## src/rtl/dbg_mem_arb_pkg.sv

```systemverilog
// Shared types for the debug/pipeline memory-port arbiter: FSM states,
// transaction owner encoding and default bus widths.
package dbg_mem_arb_pkg;

  localparam int DEF_ADDR_W = 16;
  localparam int DEF_DATA_W = 32;

  typedef enum logic [1:0] {
    IDLE = 2'd0,
    REQ  = 2'd1,
    RSP  = 2'd2
  } state_e;

  typedef enum logic {
    OWN_DBG = 1'b0,
    OWN_PL  = 1'b1
  } owner_e;

endpackage

```

## src/rtl/rr_arb2.sv

```systemverilog
// Two-input round-robin selector. The pipeline input can be masked off
// (core halted); on a tie the requester that did not win last time wins.
module rr_arb2
  import dbg_mem_arb_pkg::*;
(
  input  logic   i_req_dbg,
  input  logic   i_req_pl,
  input  logic   i_mask_pl,
  input  owner_e i_last_owner,
  output owner_e o_winner,
  output logic   o_valid
);

  logic w_pl_elig;

  assign w_pl_elig = i_req_pl & ~i_mask_pl;
  assign o_valid   = i_req_dbg | w_pl_elig;

  always_comb begin
    o_winner = OWN_DBG;
    if (w_pl_elig && (!i_req_dbg || (i_last_owner == OWN_DBG))) begin
      o_winner = OWN_PL;
    end
  end

endmodule

```

## src/rtl/dbg_mem_arbiter.sv

```systemverilog
// Serialises debug abstract accesses and pipeline loads/stores onto the single
// hart memory port, one transaction in flight, with a per-access timeout.
module dbg_mem_arbiter
  import dbg_mem_arb_pkg::*;
#(
  parameter int ADDR_W      = DEF_ADDR_W,
  parameter int DATA_W      = DEF_DATA_W,
  parameter int TIMEOUT_CYC = 64
) (
  input  logic              clk_i,
  input  logic              reset_i,
  input  logic              halt_active_i,
  input  logic              dbg_req_i,
  input  logic              dbg_we_i,
  input  logic [ADDR_W-1:0] dbg_addr_i,
  input  logic [DATA_W-1:0] dbg_wdata_i,
  output logic              dbg_gnt_o,
  output logic              dbg_rsp_valid_o,
  output logic [DATA_W-1:0] dbg_rdata_o,
  output logic              dbg_err_o,
  input  logic              pl_req_i,
  input  logic              pl_we_i,
  input  logic [ADDR_W-1:0] pl_addr_i,
  input  logic [DATA_W-1:0] pl_wdata_i,
  output logic              pl_gnt_o,
  output logic              pl_rsp_valid_o,
  output logic [DATA_W-1:0] pl_rdata_o,
  output logic              pl_err_o,
  output logic              mem_req_o,
  output logic              mem_we_o,
  output logic [ADDR_W-1:0] mem_addr_o,
  output logic [DATA_W-1:0] mem_wdata_o,
  input  logic              mem_gnt_i,
  input  logic              mem_rsp_valid_i,
  input  logic [DATA_W-1:0] mem_rdata_i,
  output logic              busy_o
);

  localparam int CNT_W = (TIMEOUT_CYC > 1) ? $clog2(TIMEOUT_CYC) : 1;
  localparam logic [CNT_W-1:0] TO_LAST = CNT_W'((TIMEOUT_CYC > 0) ? TIMEOUT_CYC - 1 : 0);

  state_e            r_state;
  owner_e            r_owner;
  owner_e            r_last_owner;
  logic              r_we;
  logic [ADDR_W-1:0] r_addr;
  logic [DATA_W-1:0] r_wdata;
  logic [CNT_W-1:0]  r_cnt;
  logic              r_dbg_rsp_valid;
  logic [DATA_W-1:0] r_dbg_rdata;
  logic              r_dbg_err;
  logic              r_pl_rsp_valid;
  logic [DATA_W-1:0] r_pl_rdata;
  logic              r_pl_err;

  owner_e            w_winner;
  logic              w_valid;
  logic              w_grant;
  logic              w_done;
  logic              w_timeout;
  logic              w_finish;
  logic [DATA_W-1:0] w_rsp_data;

  rr_arb2 u_rr_arb2 (
    .i_req_dbg    (dbg_req_i),
    .i_req_pl     (pl_req_i),
    .i_mask_pl    (halt_active_i),
    .i_last_owner (r_last_owner),
    .o_winner     (w_winner),
    .o_valid      (w_valid)
  );

  assign w_grant   = (r_state == IDLE) && w_valid;
  assign dbg_gnt_o = w_grant && (w_winner == OWN_DBG);
  assign pl_gnt_o  = w_grant && (w_winner == OWN_PL);

  // A response in REQ only counts when the grant arrives alongside it.
  assign w_done = ((r_state == RSP) && mem_rsp_valid_i) ||
                  ((r_state == REQ) && mem_gnt_i && mem_rsp_valid_i);
  assign w_timeout  = (TIMEOUT_CYC != 0) && (r_state != IDLE) && !w_done && (r_cnt == TO_LAST);
  assign w_finish   = w_done || w_timeout;
  assign w_rsp_data = (w_timeout || r_we) ? '0 : mem_rdata_i;

  always_ff @(posedge clk_i or posedge reset_i) begin
    if (reset_i) begin
      r_state         <= IDLE;
      r_owner         <= OWN_DBG;
      r_last_owner    <= OWN_PL;
      r_we            <= 1'b0;
      r_addr          <= '0;
      r_wdata         <= '0;
      r_cnt           <= '0;
      r_dbg_rsp_valid <= 1'b0;
      r_dbg_rdata     <= '0;
      r_dbg_err       <= 1'b0;
      r_pl_rsp_valid  <= 1'b0;
      r_pl_rdata      <= '0;
      r_pl_err        <= 1'b0;
    end else begin
      r_dbg_rsp_valid <= w_finish && (r_owner == OWN_DBG);
      r_pl_rsp_valid  <= w_finish && (r_owner == OWN_PL);
      if (w_finish && (r_owner == OWN_DBG)) begin
        r_dbg_rdata <= w_rsp_data;
        r_dbg_err   <= w_timeout;
      end
      if (w_finish && (r_owner == OWN_PL)) begin
        r_pl_rdata <= w_rsp_data;
        r_pl_err   <= w_timeout;
      end
      case (r_state)
        IDLE: begin
          if (w_valid) begin
            r_state      <= REQ;
            r_owner      <= w_winner;
            r_last_owner <= w_winner;
            r_we         <= (w_winner == OWN_DBG) ? dbg_we_i    : pl_we_i;
            r_addr       <= (w_winner == OWN_DBG) ? dbg_addr_i  : pl_addr_i;
            r_wdata      <= (w_winner == OWN_DBG) ? dbg_wdata_i : pl_wdata_i;
            r_cnt        <= '0;
          end
        end
        REQ: begin
          r_cnt <= r_cnt + CNT_W'(1);
          if (w_finish) begin
            r_state <= IDLE;
          end else if (mem_gnt_i) begin
            r_state <= RSP;
          end
        end
        RSP: begin
          r_cnt <= r_cnt + CNT_W'(1);
          if (w_finish) begin
            r_state <= IDLE;
          end
        end
        default: r_state <= IDLE;
      endcase
    end
  end

  assign mem_req_o       = (r_state == REQ);
  assign mem_we_o        = r_we;
  assign mem_addr_o      = r_addr;
  assign mem_wdata_o     = r_wdata;
  assign busy_o          = (r_state != IDLE);
  assign dbg_rsp_valid_o = r_dbg_rsp_valid;
  assign dbg_rdata_o     = r_dbg_rdata;
  assign dbg_err_o       = r_dbg_err;
  assign pl_rsp_valid_o  = r_pl_rsp_valid;
  assign pl_rdata_o      = r_pl_rdata;
  assign pl_err_o        = r_pl_err;

endmodule

```

## config.mk

```make
export PLATFORM = sky130hd
export DESIGN_NAME = dbg_mem_arbiter
export DESIGN_NICKNAME = d
export VERILOG_FILES = /design/src/rtl/dbg_mem_arb_pkg.sv /design/src/rtl/rr_arb2.sv /design/src/rtl/dbg_mem_arbiter.sv
export SDC_FILE = /design/constraint.sdc
export NUM_CORES = 1
export LEC_CHECK = 0
export CAP_MARGIN = 20
export CORE_UTILIZATION = 41
export DETAILED_ROUTE_END_ITERATION = 16
export GPL_ROUTABILITY_DRIVEN = 0
export PLACE_DENSITY_LB_ADDON = 0.15
export SETUP_SLACK_MARGIN = 0.5
export SKIP_LAST_GASP = 1
export SLEW_MARGIN = 20
export SYNTH_ARGS = -nofsm -noshare
export SYNTH_HDL_FRONTEND = slang
export SYNTH_HIERARCHICAL = 1
export SYNTH_SLANG_ARGS = --single-unit
```

## constraint.sdc

```tcl
create_clock -name clk_i -period 5 [get_ports clk_i]
set_input_delay 1 -clock clk_i [delete_from_list [all_inputs] [get_ports clk_i]]
set_output_delay 1 -clock clk_i [all_outputs]
set_load 0.02 [all_outputs]
```

* Word-level counts from Yosys, hierarchy flattened
Cells that the tools add are included.
** Cells by class
- Add/sub/neg operators :: 1
- Equal/unequal tests :: 6
- Multiplexer cells :: 12
- Bitwise operators :: 6
- Reductions and logical operators :: 24
** Operators by type and width (number)
- $mux W32 :: 2
- $mux W16 :: 1
- $pmux W6 S2 :: 1
- $logic_and A1 B1 Y1 :: 11
- $mux W2 :: 4
- $add A6 B1 Y6 const B :: 1
- $eq A6 B6 Y1 const B :: 1
- $mux W6 :: 1
- $pmux W2 S3 :: 1
- $logic_or A1 B1 Y1 :: 4
- $ne A2 B2 Y1 const B :: 2
- $not A1 Y1 :: 4
- $reduce_and A2 Y1 :: 2
- $reduce_bool A2 Y1 :: 2
- $ne A3 B1 Y1 const B :: 1
- $reduce_and A3 Y1 :: 1
- $eq A2 B1 Y1 const B :: 1
- $eq A2 B2 Y1 const B :: 1
- $logic_not A1 Y1 :: 2
- $logic_not A2 Y1 :: 1
- $mux W1 :: 2
- $reduce_or A2 Y1 :: 1
- $and A1 B1 Y1 :: 1
- $or A1 B1 Y1 :: 1
** Word-level totals
- Register bits after elaboration :: 127
- Input bits :: 137

* Longest topological paths before layout
Gate-level depths: netlist (run 1).
- Depth in word-level cells :: 10
- Mapped depth :: 8
- Depth with buffers taken out :: 6

* By module
The synthesis (run 1) kept the hierarchy.
** Modules (own cells, without submodules)
- dbg_mem_arbiter :: instances 1, cells an instance 467, area each 5461.5 µm², sequential area each 3179.3 µm²
- rr_arb2 :: instances 1, cells an instance 3, area each 28.8 µm², sequential area each 0.0 µm²

* Least setup slack after synthesis (run 1)
OpenSTA, ideal clock, no wires.
- Path kind :: input -> output
- Start :: input port halt_active_i
- End :: output port dbg_gnt_o
- Data arrival time :: 2.020 ns
- Path slack :: 1.980 ns
- Cell stages on the path :: 6
- Buffers on the path :: 2
- Cells stage by stage :: nand2b_4 nand2b_1 nand2_1 clkbuf_1 clkbuf_1 nor2_1
** RTL lines
- start: declaration :: line dbg_mem_arbiter.sv:12 : input logic halt_active_i,
- $not A1 Y1 :: line rr_arb2.sv:16 : assign w_pl_elig = i_req_pl & ~i_mask_pl;
- $and A1 B1 Y1 :: line rr_arb2.sv:16
- $or A1 B1 Y1 :: line rr_arb2.sv:17 : assign o_valid = i_req_dbg | w_pl_elig;
- via w_valid :: line dbg_mem_arbiter.sv:57 : logic w_valid;
- $logic_and A1 B1 Y1 :: line dbg_mem_arbiter.sv:73 : assign w_grant = (r_state == IDLE) && w_valid;
- $logic_and A1 B1 Y1 :: line dbg_mem_arbiter.sv:74 : assign dbg_gnt_o = w_grant && (w_winner == OWN_DBG);
- end: declaration :: line dbg_mem_arbiter.sv:17 : output logic dbg_gnt_o,
The timed path passes the listed nets, and every way through them passes these cells.

* Worst setup path after layout (run 1)
- Start :: input port pl_req_i
- End :: output port pl_gnt_o
** On the way
- Cells in the longest elaborated chain, start to end :: 4
** Ends and longest elaborated chain
- start: declaration :: line dbg_mem_arbiter.sv:21 : input logic pl_req_i,
- $and A1 B1 Y1 :: line rr_arb2.sv:16
- $or A1 B1 Y1 :: line rr_arb2.sv:17
- via w_valid :: line dbg_mem_arbiter.sv:57
- $logic_and A1 B1 Y1 :: line dbg_mem_arbiter.sv:73
- $logic_and A1 B1 Y1 :: line dbg_mem_arbiter.sv:75 : assign pl_gnt_o = w_grant && (w_winner == OWN_PL);
- end: declaration :: line dbg_mem_arbiter.sv:25 : output logic pl_gnt_o,
The timed path passes the listed nets, and every way through them passes these cells.

==> run_results.csv, run 1 <==
group,metric,value,unit
run_status,status,"finished, final reports clean",
final_layout,syn_to_final_growth,59.9,%
die,top_level_ports,258,
worst_setup_path,cpPeakStageDelay,590,ps
job,max_cap_viol_count,0,
synth,syn_inst,470,
global_route,track_usage,22.9,%
clocking,h-tree-depth,4,
power,p_leak,3.80,nW
die,core,12800,um2
synth,synth.distinct_cells,32,
synth,synth_fa_ha_area_share,1.14,%
worst_hold_path,min_from,"mem_addr_o[4]",
clocking,post_cts_resized,0,
worst_setup_path,crit_required,4000,ps
route,post-route-drc-count,0,
power,clkPwrFrac,22.5,%
die,dieHeight,118,um
synth,yosysTopAreaCell,"dfrtp_1",
worst_setup_path,cp_cell_sequence,"clkdlybuf4s50_1 -> nand2b_4 -> nand2b_1 -> and2_1 -> nand2_1 -> inv_1 -> clkdlybuf4s50_1",
route,first_pass_iters,4,
route,wl,15.5,mm
worst_setup_path,reg2reg_setup_slack,2890,ps
die,row_count,41,
worst_setup_path,r2r_start,"r_state[0]",
route,drtIter0Drc,282,
power,p_per_area,622,nW/um2
clocking,cts_sinks,127,
power,p_sw_share,36.8,%
power,worst_ir_drop_vdd,0.000284,V
clocking,cts_buffers,17,
worst_setup_path,crit_type,"in -> out",
final_layout,final_area,8780,um2
timing,min_period,3650,ps
clocking,cts_tree,"yes",
timing,rsz0062_at_grt,"false",
worst_setup_path,rr_worst_depth,6,
clocking,cts_root_buf,"clkbuf_16",
clocking,postCtsSetupBuffers,0,
route,via_per_inst,5.11,
route,dr_total_vias,4629,
timing,skew,6.36,ps
synth,synthXorXnorAreaFrac,0.160,%
clocking,postCtsHoldBufs,0,
timing,period_share,73.1,%
worst_setup_path,path_max_fanout,5,
worst_hold_path,hold_depth,2,
power,p_int,0.00345,W
synth,syn-num-nets,612,
global_route,grt_pass1_vias,4731,
global_route,antenna_found_initial,1,
clocking,clk_pin_slew,50,ps
synth,synth-simple-area-share,10.4,%
synth,synth_area_leaders,"dfrtp_1 57%, a22o_1 11%, mux2i_1 9.3%",
worst_hold_path,holdPathEnd,"mem_addr_o[4]",
synth,synth_top_area_share,57.4,%
die,initial_core_util,42.8,%
route,drtAntennaViolNets,0,
timing,finalHoldViolCount,0,
worst_hold_path,hold_class,"reg -> reg",
final_layout,fin_util,68.4,%
power,p_comb_share,45.7,%
timing,whs,475,ps
synth,syn_area,5490,um2
timing,max_slew.worst_pin.slew,850,ps
synth,synth_seq_cells,127,
power,p_seq_share,31.8,%
worst_setup_path,crit_arrival,2650,ps
final_layout,drive_above_1_share,6.41,%
synth,synth-compound-area-share,17.1,%
synth,synthMuxAreaShare,9.30,%
global_route,overflow,0,
placed_design,dpl-instance-area,8180,um2
synth,synth_top_family_by_area,"compound AO/OA/AOI/OAI gates",
clocking,clockBufferDepth,2,
synth,ys_warn_count,6,
timing,final-setup-viol-count,0,
worst_setup_path,critPathSlowestCell,"clkdlybuf4s50_1",
timing,fin_ws,1350,ps
worst_setup_path,cp-end-kind,"primary output",
global_route,grt_max_degree,102,
final_layout,final_nets,862,
placed_design,place_ws,1350,ps
route,routedWlPerCell,17.1,um
synth,ys_seq_area_share,57.9,%
final_layout,num-fill-cells,990,
worst_setup_path,reg2reg_to,"dbg_rdata_o[23]",
synth,synth.avg_cell_area,11.7,um2
worst_setup_path,critPathLaunchType,"primary input",
timing,fin_setup_tns,0,ps
clocking,clk_latency,410,ps
timing,relSlewSlack,43.3,%
die,die-area,13900,um2
timing,fmaxAchievable,274,MHz
placed_design,io_buffers,257,
worst_setup_path,crit_top_cell,"clkdlybuf4s50_1",
die,die_w,118,um
timing,slew_viol_final,0,
global_route,grt_pass1_wl,24.6,mm
power,switching_power,0.00201,W
placed_design,dpl.hpwl,10.8,mm
## sequential cells by signal, indices dropped and copies added, names as in the netlist
name,cells
dbg_err_o,1
dbg_rdata_o,32
dbg_rsp_valid_o,1
mem_addr_o,16
mem_wdata_o,32
mem_we_o,1
pl_err_o,1
pl_rdata_o,32
pl_rsp_valid_o,1
r_cnt,6
r_last_owner,1
r_owner,1
r_state,2
## cells by family after synthesis
| group | after synthesis |
|---|---|
| AOI/OAI and AO/OA | 130 |
| DFF | 127 |
| and+or+nand+nor | 114 |
| muxes | 51 |
| buffers and inverters | 42 |
| adders and majority gates | 5 |
| xor gates and xnor gates | 1 |
## worst max-delay path: cells and delay by family
family | cells | cell delay (ps)
AND/OR/NAND/NOR | 4 | 470
buffers and inverters | 3 | 1170
## cell type report
cell class	count	area [um2]	share of cell area, %
antenna	1	2.50	0.0285
clock buffer	21	450	5.13
sequential	127	3180	36.2
inverter	9	36.3	0.413
clock inverter	11	139	1.58
tap	172	215	2.45
multi-input combinational	301	2110	24.1
timing repair buffer	264	2640	30.1
## worst max path at each step
stage,from,to,slack (ps)
2_1_floorplan,reset_i,dbg_err_o,620
3_3_place_gp,dbg_req_i,pl_gnt_o,1380
3_5_place_dp,pl_req_i,pl_gnt_o,1350
4_1_cts,pl_req_i,pl_gnt_o,1340
5_1_grt,dbg_req_i,pl_gnt_o,1270
6_report,pl_req_i,pl_gnt_o,1350
## power by group through the flow
stage	combinational, W	clock (W)	sequential (W)
final	0.00250	0.00123	0.00174
after global routing	0.00267	0.00130	0.00179
after CTS	0.00252	0.00125	0.00174
after detailed placement	0.00251	0	0.00175
after global placement	0.00247	0	0.00172
after floorplan	0.000816	0	0.00222
## metal layers
layer  GRT usage, %  vias to the layer above  wire length, um
li1               -                     2168                -
met1           25.9                     2254             6010
met2           38.5                      189             7800
met3           9.35                       18             1450
met4           8.73                        0              195
met5              0                        -                0
## through the flow
step                      power [W]  instances
after floorplan             0.00304        470
after global placement      0.00419        872
after detailed placement    0.00425        872
after CTS                   0.00551        904
after global routing        0.00576        906
final                       0.00546        906
## synth_stat cells, drive strengths merged
library cell  instances
mux2i                51
nand2b                3
nor3                  5
or3                   1
nand2                62
nor2b                33
dfstp                 1
nor3b                 2
a22o                 66
and2                  1
o31ai                 1
clkbuf               15
a21o                  1
buf                  18
nand3                 2
dfrtp               126
o32ai                 1
a211oi                1
a21oi                 5
xnor2                 1
o21ai                52
o22ai                 2
inv                   9
nor2                  5
a32o                  1
ha                    5
## layout by cell type, fill, tap and decap left out, drive strengths merged
| master | n |
|---|---|
| a211oi | 1 |
| a21o | 1 |
| a21oi | 5 |
| a22o | 66 |
| a32o | 1 |
| and2 | 1 |
| buf | 7 |
| bufinv | 3 |
| clkbuf | 21 |
| clkdlybuf4s50 | 257 |
| clkinv | 5 |
| clkinvlp | 2 |
| dfrtp | 126 |
| dfstp | 1 |
| diode | 1 |
| ha | 5 |
| inv | 10 |
| mux2i | 51 |
| nand2 | 62 |
| nand2b | 3 |
| nand3 | 2 |
| nor2 | 5 |
| nor2b | 33 |
| nor3 | 5 |
| nor3b | 2 |
| o21ai | 52 |
| o22ai | 2 |
| o31ai | 1 |
| o32ai | 1 |
| or3 | 1 |
| xnor2 | 1 |
(Power assumes the default switching activity.)
==> run 2, diff against run 1 <==
CORE_UTILIZATION = 37   (was 41)
clock period = 3.1 ns   (was 5 ns; I/O delays follow)
==> run_results.csv, run 2 (same netlist as run 1, synthesis figures left out) <==
group,metric,value,unit
global_route,antenna_found_initial,0,
route,wl,15.7,mm
route,drtAntennaViolNets,0,
die,die_w,124,um
clocking,clockBufferDepth,2,
placed_design,dpl.hpwl,10.9,mm
timing,fin_setup_tns,0,ps
route,dr_total_vias,4572,
die,die-area,15300,um2
timing,relSlewSlack,43.7,%
route,drtIter0Drc,209,
clocking,postCtsSetupBuffers,0,
final_layout,final_nets,861,
final_layout,num-fill-cells,1200,
worst_setup_path,critPathSlowestCell,"clkdlybuf4s50_1",
timing,min_period,2450,ps
die,top_level_ports,258,
route,first_pass_iters,4,
timing,finalHoldViolCount,0,
final_layout,syn_to_final_growth,60.1,%
global_route,grt.busiest_layer,"met2",
worst_setup_path,path_max_fanout,4,
final_layout,n_antenna_cell,0,
die,core,14500,um2
die,initial_core_util,37.9,%
die,dieHeight,124,um
placed_design,dp.cells,884,
worst_setup_path,cp-end-kind,"primary output",
route,post-route-drc-count,0,
worst_setup_path,crit_required,2480,ps
power,p_leak,3.79,nW
clocking,cts_tree,"yes",
global_route,use_met1,24.8,%
clocking,clk_latency,410,ps
clocking,h-tree-depth,4,
clocking,cts_sinks,127,
final_layout,fin_util,60.7,%
worst_setup_path,crit_arrival,1830,ps
timing,skew,11.0,ps
global_route,grt_pass1_vias,4655,
timing,period_share,78.9,%
final_layout,mostFrequentLayoutCell,"clkdlybuf4s50_1",
worst_setup_path,cpPeakStageDelay,630,ps
placed_design,io_buffers,257,
final_layout,fin_cells,916,
timing,fmaxAchievable,409,MHz
worst_setup_path,cp_cell_sequence,"inv_1 -> ha_1 -> clkdlybuf4s50_1",
power,p_per_area,1000,nW/um2
timing,slew_viol_final,0,
clocking,clk_pin_slew,60,ps
timing,rsz0062_at_grt,"false",
worst_setup_path,crit_type,"reg -> out",
route,via_per_inst,4.99,
route,routedWlPerCell,17.1,um
job,max_cap_viol_count,0,
global_route,grt_pass1_wl,24.2,mm
global_route,met2_usage,33.5,%
global_route,overflow,0,
clocking,cts_buffers,17,
global_route,met3_usage,9.02,%
power,worst_ir_drop_vdd,0.000401,V
worst_setup_path,critPathLaunchType,"register",
run_status,status,"finished, final reports clean",
worst_setup_path,reg2reg_setup_slack,950,ps
global_route,grt_max_degree,128,
final_layout,mostFrequentLayoutCells,"255 x clkdlybuf4s50_1, 126 x dfrtp_1, 66 x a22o_1",
clocking,cts_root_buf,"clkbuf_16",
timing,max_slew.worst_pin.slew,844,ps
final_layout,drive_above_1_share,7.10,%
worst_hold_path,hold_class,"reg -> reg",
global_route,track_usage,21.0,%
timing,final-setup-viol-count,0,
die,row_count,44,
-- run 2: final timing paths --
| check | depth (start not counted) | endpoint | start |
|---|---|---|---|
| max | 3 | mem_req_o | r_state[1] |
| min | 2 | mem_wdata_o[2] | mem_wdata_o[2] |
| max reg2reg | 6 | pl_rdata_o[13] | r_state[1] |
| min reg2reg | 2 | mem_wdata_o[2] | mem_wdata_o[2] |
| max in group asynchronous | 3 | mem_wdata_o[27] | reset_i |
| min in group asynchronous | 3 | dbg_rdata_o[31] | reset_i |
-- run 2: timing repair --
item | CTS | global route
resized for setup | 3 | 5
endpoints found under the setup margin | 3 | 3
hold buffers | 0 | 0
endpoints found under the hold margin | 0 | 0
-- run 2: report_power, final --
part / switching (W) / internal, W / total, W
Clock: 0.000760 / 0.00119 / 0.00195
Sequential: 0.000418 / 0.00238 / 0.00280
Combinational: 0.00212 / 0.00193 / 0.00404
Total: 0.00329 / 0.00550 / 0.00879
-- run 2: area by class of cell --
cell class	count	area (um2)	area share, %
multi-input cells	301	2130	24.3
inverters	9	37.5	0.427
flip-flops and latches	127	3180	36.2
clock buffers	17	425	4.84
repair buffers	263	2620	29.9
clock inverters	15	159	1.81
well taps	184	230	2.62
-- run 2: per-layer routing --
metal,vias up,wire length [um]
li1,2162,-
met4,0,346
met2,191,7340
met1,2197,6330
met3,22,1680
met5,-,0
-- run 2: metrics by stage --
step / setup slack [ps] / power, W / instance area (um2) / hold WS (ps)
after detailed placement: 193 / 0.00686 / 8190 / 469
after global routing: 559 / 0.00933 / 8790 / 503
after floorplan: 840 / 0.00491 / 5490 / 446
after CTS: 466 / 0.00887 / 8780 / 481
after global placement: 246 / 0.00679 / 8190 / 462
final: 653 / 0.00879 / 8790 / 475
-- run 2: critical path: cells and delay by family, from the launching register on --
| kind | cells | cell delay (ps) |
|---|---|---|
| adder cells (fa/ha/maj) | 1 | 240 |
| buffers and inverters | 2 | 780 |
| flip-flops | 1 | 400 |
